[config.mk]
export PLATFORM = sky130hd
export DESIGN_NAME = alu_issue_stage
export DESIGN_NICKNAME = d
export VERILOG_FILES = /design/src/rtl/rv_decode_pkg.sv /design/src/rtl/rv_imm_gen.sv /design/src/rtl/alu_issue_stage.sv
export SDC_FILE = /design/constraint.sdc
export NUM_CORES = 1
export LEC_CHECK = 0
export BUFFER_PORTS_ARGS = -buffer_cell sky130_fd_sc_hd__buf_4
export CAP_MARGIN = 20
export CORE_MARGIN = 3
export CORE_UTILIZATION = 49
export DETAILED_ROUTE_END_ITERATION = 7
export HOLD_SLACK_MARGIN = 0.03
export PLACE_DENSITY = 0.8
export REMOVE_ABC_BUFFERS = 1
export SETUP_SLACK_MARGIN = 0.05
export SLEW_MARGIN = 20
export SYNTH_ARGS = -nofsm -noshare
export SYNTH_HDL_FRONTEND = slang
export SYNTH_SLANG_ARGS = --single-unit
[constraint.sdc]
create_clock -name clk -period 3.1 [get_ports clk]
set_input_delay 0.31 -clock clk [delete_from_list [all_inputs] [get_ports clk]]
set_output_delay 0.31 -clock clk [all_outputs]
set_load 0.005 [all_outputs]
[src/rtl/rv_decode_pkg.sv]
// Shared RV32I decode definitions: opcode constants, immediate formats and
// the register-usage table consulted by the load-use interlock.
package rv_decode_pkg;

  localparam logic [6:0] OP_R     = 7'b0110011;
  localparam logic [6:0] OP_I     = 7'b0010011;
  localparam logic [6:0] OP_L     = 7'b0000011;
  localparam logic [6:0] OP_S     = 7'b0100011;
  localparam logic [6:0] OP_B     = 7'b1100011;
  localparam logic [6:0] OP_LUI   = 7'b0110111;
  localparam logic [6:0] OP_AUIPC = 7'b0010111;
  localparam logic [6:0] OP_JAL   = 7'b1101111;
  localparam logic [6:0] OP_JALR  = 7'b1100111;

  typedef enum logic [2:0] {
    IMM_I,
    IMM_S,
    IMM_B,
    IMM_U,
    IMM_J,
    IMM_NONE
  } imm_fmt_e;

  function automatic logic uses_rs1(input logic [6:0] op);
    return (op == OP_I) || (op == OP_R) || (op == OP_B) ||
           (op == OP_L) || (op == OP_S) || (op == OP_JALR);
  endfunction

  function automatic logic uses_rs2(input logic [6:0] op);
    return (op == OP_R) || (op == OP_B) || (op == OP_S);
  endfunction

endpackage

[src/rtl/rv_imm_gen.sv]
// Combinational RV32I immediate generator; takes instruction bits [31:7]
// since the opcode field never contributes to an immediate.
module rv_imm_gen
  import rv_decode_pkg::*;
(
  input  logic [31:7] instr,
  input  imm_fmt_e    fmt,
  output logic [31:0] imm
);

  always_comb begin
    imm = '0;
    case (fmt)
      IMM_I:   imm = {{20{instr[31]}}, instr[31:20]};
      IMM_S:   imm = {{20{instr[31]}}, instr[31:25], instr[11:7]};
      IMM_B:   imm = {{19{instr[31]}}, instr[31], instr[7], instr[30:25], instr[11:8], 1'b0};
      IMM_U:   imm = {instr[31:12], 12'b0};
      IMM_J:   imm = {{11{instr[31]}}, instr[31], instr[19:12], instr[20], instr[30:21], 1'b0};
      default: imm = '0;
    endcase
  end

endmodule

[src/rtl/alu_issue_stage.sv]
// Decode/issue stage: decodes RV32I from fetch, selects ALU operands and
// registers the bundle behind a valid/ready handshake with load-use interlock.
module alu_issue_stage
  import rv_decode_pkg::*;
#(
  parameter int XLEN  = 32,
  parameter int CNT_W = 32
) (
  input  logic             clk,
  input  logic             rst,
  input  logic             in_valid,
  output logic             in_ready,
  input  logic [31:0]      in_instr,
  input  logic [XLEN-1:0]  in_pc,
  output logic [4:0]       rs1_addr,
  output logic [4:0]       rs2_addr,
  input  logic [XLEN-1:0]  rs1_data,
  input  logic [XLEN-1:0]  rs2_data,
  input  logic             flush,
  output logic             ex_valid,
  input  logic             ex_ready,
  output logic [6:0]       ex_opcode,
  output logic [2:0]       ex_func3,
  output logic [6:0]       ex_func7,
  output logic [XLEN-1:0]  ex_operand1,
  output logic [XLEN-1:0]  ex_operand2,
  output logic [XLEN-1:0]  ex_store_data,
  output logic [XLEN-1:0]  ex_br_offset,
  output logic [4:0]       ex_rd,
  output logic             ex_illegal,
  output logic [CNT_W-1:0] issue_count
);

  logic [6:0]      opcode;
  logic [2:0]      func3;
  imm_fmt_e        imm_fmt;
  logic [31:0]     imm;
  logic [6:0]      dec_func7;
  logic [XLEN-1:0] dec_op1;
  logic [XLEN-1:0] dec_op2;
  logic [XLEN-1:0] dec_store;
  logic [XLEN-1:0] dec_offset;
  logic [4:0]      dec_rd;
  logic            dec_illegal;
  logic            stall;
  logic            accept;

  assign opcode   = in_instr[6:0];
  assign func3    = in_instr[14:12];
  assign rs1_addr = in_instr[19:15];
  assign rs2_addr = in_instr[24:20];

  rv_imm_gen u_imm_gen (
    .instr (in_instr[31:7]),
    .fmt   (imm_fmt),
    .imm   (imm)
  );

  always_comb begin
    imm_fmt     = IMM_NONE;
    dec_func7   = 7'b0;
    dec_op1     = '0;
    dec_op2     = '0;
    dec_store   = '0;
    dec_offset  = '0;
    dec_rd      = in_instr[11:7];
    dec_illegal = 1'b0;
    case (opcode)
      OP_R: begin
        dec_func7 = in_instr[31:25];
        dec_op1   = rs1_data;
        dec_op2   = rs2_data;
      end
      // Only shifts carry a real func7; other I-type ops keep imm bits off it
      OP_I: begin
        imm_fmt = IMM_I;
        if (func3 == 3'b001 || func3 == 3'b101) dec_func7 = in_instr[31:25];
        dec_op1 = rs1_data;
        dec_op2 = imm;
      end
      OP_L, OP_JALR: begin
        imm_fmt = IMM_I;
        dec_op1 = rs1_data;
        dec_op2 = imm;
      end
      OP_S: begin
        imm_fmt   = IMM_S;
        dec_op1   = rs1_data;
        dec_op2   = imm;
        dec_store = rs2_data;
        dec_rd    = 5'd0;
      end
      OP_B: begin
        imm_fmt    = IMM_B;
        dec_op1    = rs1_data;
        dec_op2    = rs2_data;
        dec_offset = imm;
        dec_rd     = 5'd0;
      end
      OP_LUI: begin
        imm_fmt = IMM_U;
        dec_op2 = imm;
      end
      OP_AUIPC: begin
        imm_fmt = IMM_U;
        dec_op1 = in_pc;
        dec_op2 = imm;
      end
      OP_JAL: begin
        imm_fmt    = IMM_J;
        dec_op1    = in_pc;
        dec_offset = imm;
      end
      default: begin
        dec_rd      = 5'd0;
        dec_illegal = 1'b1;
      end
    endcase
  end

  // A load still sitting in execute cannot forward; hold a dependent consumer once
  always_comb begin
    stall = 1'b0;
    if (ex_valid && ex_opcode == OP_L && ex_rd != 5'd0) begin
      stall = (uses_rs1(opcode) && rs1_addr == ex_rd) ||
              (uses_rs2(opcode) && rs2_addr == ex_rd);
    end
  end

  assign in_ready = !stall && (!ex_valid || ex_ready) && !flush;
  assign accept   = in_valid && in_ready;

  always_ff @(posedge clk) begin
    if (rst) begin
      ex_valid      <= 1'b0;
      ex_opcode     <= '0;
      ex_func3      <= '0;
      ex_func7      <= '0;
      ex_operand1   <= '0;
      ex_operand2   <= '0;
      ex_store_data <= '0;
      ex_br_offset  <= '0;
      ex_rd         <= '0;
      ex_illegal    <= 1'b0;
      issue_count   <= '0;
    end else begin
      if (ex_valid && ex_ready) issue_count <= issue_count + {{(CNT_W-1){1'b0}}, 1'b1};
      if (flush) begin
        ex_valid <= 1'b0;
      end else if (accept) begin
        ex_valid      <= 1'b1;
        ex_opcode     <= opcode;
        ex_func3      <= func3;
        ex_func7      <= dec_func7;
        ex_operand1   <= dec_op1;
        ex_operand2   <= dec_op2;
        ex_store_data <= dec_store;
        ex_br_offset  <= dec_offset;
        ex_rd         <= dec_rd;
        ex_illegal    <= dec_illegal;
      end else if (ex_ready) begin
        ex_valid <= 1'b0;
      end
    end
  end

endmodule

==> run summary <==
## GRT
- Global Route Usage Sum: 29.50%
- initial antenna violation count: 0
- largest net degree at the start of global routing: 133
- total congestion overflow: 0
- vias in the first global route: 7,967
- first-pass GRT wire length: 43.39 mm

## Worst setup path
- peak fanout along the critical path: 132
- cell count of the worst reg-to-reg path: 7
- crit path DAT: 2540 ps
- family with the most delay on the worst path: simple AND/OR/NAND/NOR gates
- Req. time, crit path: 2790 ps
- worst path cell trace: nor4b_1, nand4_1, a21oi_1, o211ai_1, buf_12, and2_1, buf_4
- worst-path cell with the longest stage delay: sky130_fd_sc_hd__nor4b_1
- crit path capture type: primary output
- max incr delay on CP: 350 ps
- path length in cells of the critical path: 7
- nature of the critical path startpoint: flop
- critical setup path kind: reg -> out
- Buffers & Inverters on Critical Path: 2

## Hold path
- worst hold path cell count: 2
- type of the worst min-delay path: in -> reg

## Place
- Detailed Place HPWL: 19.73 mm
- global placer's final weighted congestion: 0.8815
- Port Buffer Count: 327
- number of placed instances, taps included: 1,408

## Floorplan
- area of the placeable core: 0.01617 mm²
- Initial Utilization: 50.86%
- number of placement rows: 46
- Die ar.: 0.01838 mm²
- Die W: 135.6 µm
- height of the chip: 135.6 µm
- IO Pins: 328

## Route
- per-cell routed wire length: 19.50 µm
- violation count after the first detailed-routing iteration: 579
- Vias per Instance: 5.882
- Pre-Repair DR Iteration Count: 5
- count of antenna-violating nets left after detailed routing: 0
- aggregate routed wire length: 28.06 mm
- vias: 8,464
- DRC violation count after routing: 0

## Yosys
- Syn Inst Count: 946
- Post-synth EDFFs: 0
- Synth Register Bits: 184
- number of library cell types mapped by synthesis: 53
- Most used DFF post-synth: sky130_fd_sc_hd__dfxtp_1
- mean area per synthesized cell: 8.695 µm²
- async set or reset register ratio after synthesis: 0%
- share of synthesized area occupied by flip-flops and latches: 44.78%
- post-synth design cell area: 0.008225 mm²
- number of synthesis warnings: 0

## Job
- Max Cap Violations: 0

## Clock network
- worst skew pair latency: 430 ps
- number of buffers created by CTS: 17
- Bufs on Longest Clock Path: 2
- count of hold buffers inserted by post-cts repair: 0
- number of buffers added for setup after CTS: 0
- clock tree from TritonCTS: yes
- clock-pin slew on the worst setup and hold paths: 60 ps
- H-tree level count: 4
- number of gates resized after cts: 0
- Clock Sink Count: 184
- CTS Root Cell: sky130_fd_sc_hd__clkbuf_16

## Timing
- minimum clock period: 2846 ps
- FMAX: 351.4 MHz
- RSZ-0062 raised after global routing: no
- worst slew slack as a fraction of its limit: 27.32%
- final-layout setup total negative slack: 0 ps
- hold violation total from the final report: 0
- maximum clock skew at final layout: 12.47 ps
- max-slew violation total from the final report: 0
- Setup violations, final: 0
- fin crit share: 91.80%
- actual transition at the worst max-transition pin: 1082 ps

## Layout
- ratio of cells with drive above 1 in the final layout: 34.91%
- number of cells in the finished layout apart from fillers: 1,439
- final net count: 1,345
- leading cell type in the layout, fill and taps excluded: sky130_fd_sc_hd__buf_4
- commonest non-fill, non-tap cells in the layout: sky130_fd_sc_hd__buf_4 (348), sky130_fd_sc_hd__dfxtp_1 (184), sky130_fd_sc_hd__a21oi_1 (93)
- diode count: 0
- Area Growth Syn to Fin: 37.09%
- final core utilization: 69.72%

## Power and ir drop
- total power consumption of the routed design: 0.005128 W
- worst ir drop on vdd: 0.0003887 V
- total power density per cell area: 454.8 mW/mm²
- static leakage power: 4.621 nW

## Status
- outcome: completed

[stage by stage]
stage,worst slack [ps],hold WS (ps),cell area (µm²)
detailed placement,323.8,440.5,10710
global placement,364.2,437.9,10710
CTS,255.5,41.27,11280
floorplan,-3545,374.6,7749
global route,133.0,39.17,11280
finish,254.3,53.71,11280
[registers in the layout, indices dropped and copies added, names as in the netlist]
name           flops
ex_func7           7
issue_count       32
ex_illegal         1
ex_func3           3
ex_rd              5
ex_br_offset      32
ex_operand1       32
ex_valid           1
ex_store_data     32
ex_operand2       32
ex_opcode          7
[path summary, 6_finish.rpt]
check	end	startpoint	slack [ps]
worst min-delay path	ex_valid$_SDFFE_PP0P_	flush	50
worst max-delay path	in_ready	ex_opcode[2]$_SDFFE_PP0P_	250
worst max register to register	ex_br_offset[25]$_SDFFE_PP0P_	ex_opcode[2]$_SDFFE_PP0P_	590
worst min register to register	ex_store_data[31]$_SDFFE_PP0P_	ex_store_data[31]$_SDFFE_PP0P_	450
[routing by layer]
metal | wire length (µm) | up-vias | GRT usage [%] | part of all wire [%]
li1 | - | 4038 | - | -
met1 | 11360 | 4007 | 37.94 | 40
met2 | 13750 | 376 | 49.06 | 49
met3 | 2372 | 43 | 7.355 | 8.5
met4 | 579 | 0 | 8.903 | 2.1
met5 | 0 | - | 0 | 0
[worst register-to-register path, delay by kind of cell, from the launching register on]
family	cells	cell delay [ps]
flops	1	330
compound gates	4	1240
buf+inv	1	310
simple gates	2	580
[Yosys cell counts, types with 4 or more instances]
cell / instances / area share [%]
sky130_fd_sc_hd__a211oi_1: 57 / 5.2
sky130_fd_sc_hd__a211oi_2: 8 / 1.2
sky130_fd_sc_hd__a21o_1: 20 / 1.8
sky130_fd_sc_hd__a21oi_1: 94 / 5.7
sky130_fd_sc_hd__a22o_1: 4 / 0.43
sky130_fd_sc_hd__a22oi_1: 63 / 5.7
sky130_fd_sc_hd__a31o_2: 16 / 1.7
sky130_fd_sc_hd__and2_1: 6 / 0.46
sky130_fd_sc_hd__and4_1: 6 / 0.64
sky130_fd_sc_hd__buf_1: 14 / 0.64
sky130_fd_sc_hd__buf_2: 15 / 0.91
sky130_fd_sc_hd__buf_4: 10 / 0.91
sky130_fd_sc_hd__buf_6: 4 / 0.55
sky130_fd_sc_hd__clkbuf_1: 61 / 2.8
sky130_fd_sc_hd__dfxtp_1: 184 / 45
sky130_fd_sc_hd__inv_1: 9 / 0.41
sky130_fd_sc_hd__nand2_1: 70 / 3.2
sky130_fd_sc_hd__nand2b_1: 4 / 0.30
sky130_fd_sc_hd__nand3_1: 23 / 1.4
sky130_fd_sc_hd__nand4_1: 60 / 4.6
sky130_fd_sc_hd__nor2_1: 43 / 2.0
sky130_fd_sc_hd__nor2b_1: 4 / 0.30
sky130_fd_sc_hd__nor3_1: 7 / 0.43
sky130_fd_sc_hd__o21ai_0: 76 / 4.6
sky130_fd_sc_hd__or2_2: 4 / 0.30
sky130_fd_sc_hd__or3_1: 9 / 0.68
sky130_fd_sc_hd__or4b_2: 7 / 0.85
sky130_fd_sc_hd__xnor2_1: 20 / 2.1
sky130_fd_sc_hd__xor2_1: 14 / 1.5
[kinds of logic after synthesis]
family,after synthesis,share of synthesized area [%]
fa+ha+maj,1,0.1521
flops,184,44.78
buf+inv,113,6.206
compound gates,354,28.38
mux,1,0.1217
xor+xnor,34,3.620
simple gates,259,16.73
[final cells by class]
class | count | area (µm²)
Fill cell | 1348 | 4897
Multi-Input combinational cell | 649 | 4070
Tap cell | 216 | 270.3
Inverter | 9 | 33.78
Clock buffer | 22 | 474.2
Timing Repair Buffer | 350 | 2653
Clock inverter | 9 | 91.34
Sequential cell | 184 | 3684
[where the power goes]
group	total [W]	internal, W	switching [W]
Combinational	0.000567	0.000277	0.000290
Clock	0.00210	0.00117	0.000931
Sequential	0.00246	0.00242	0.0000344
Note: power is estimated with default switching activity, not from simulation.
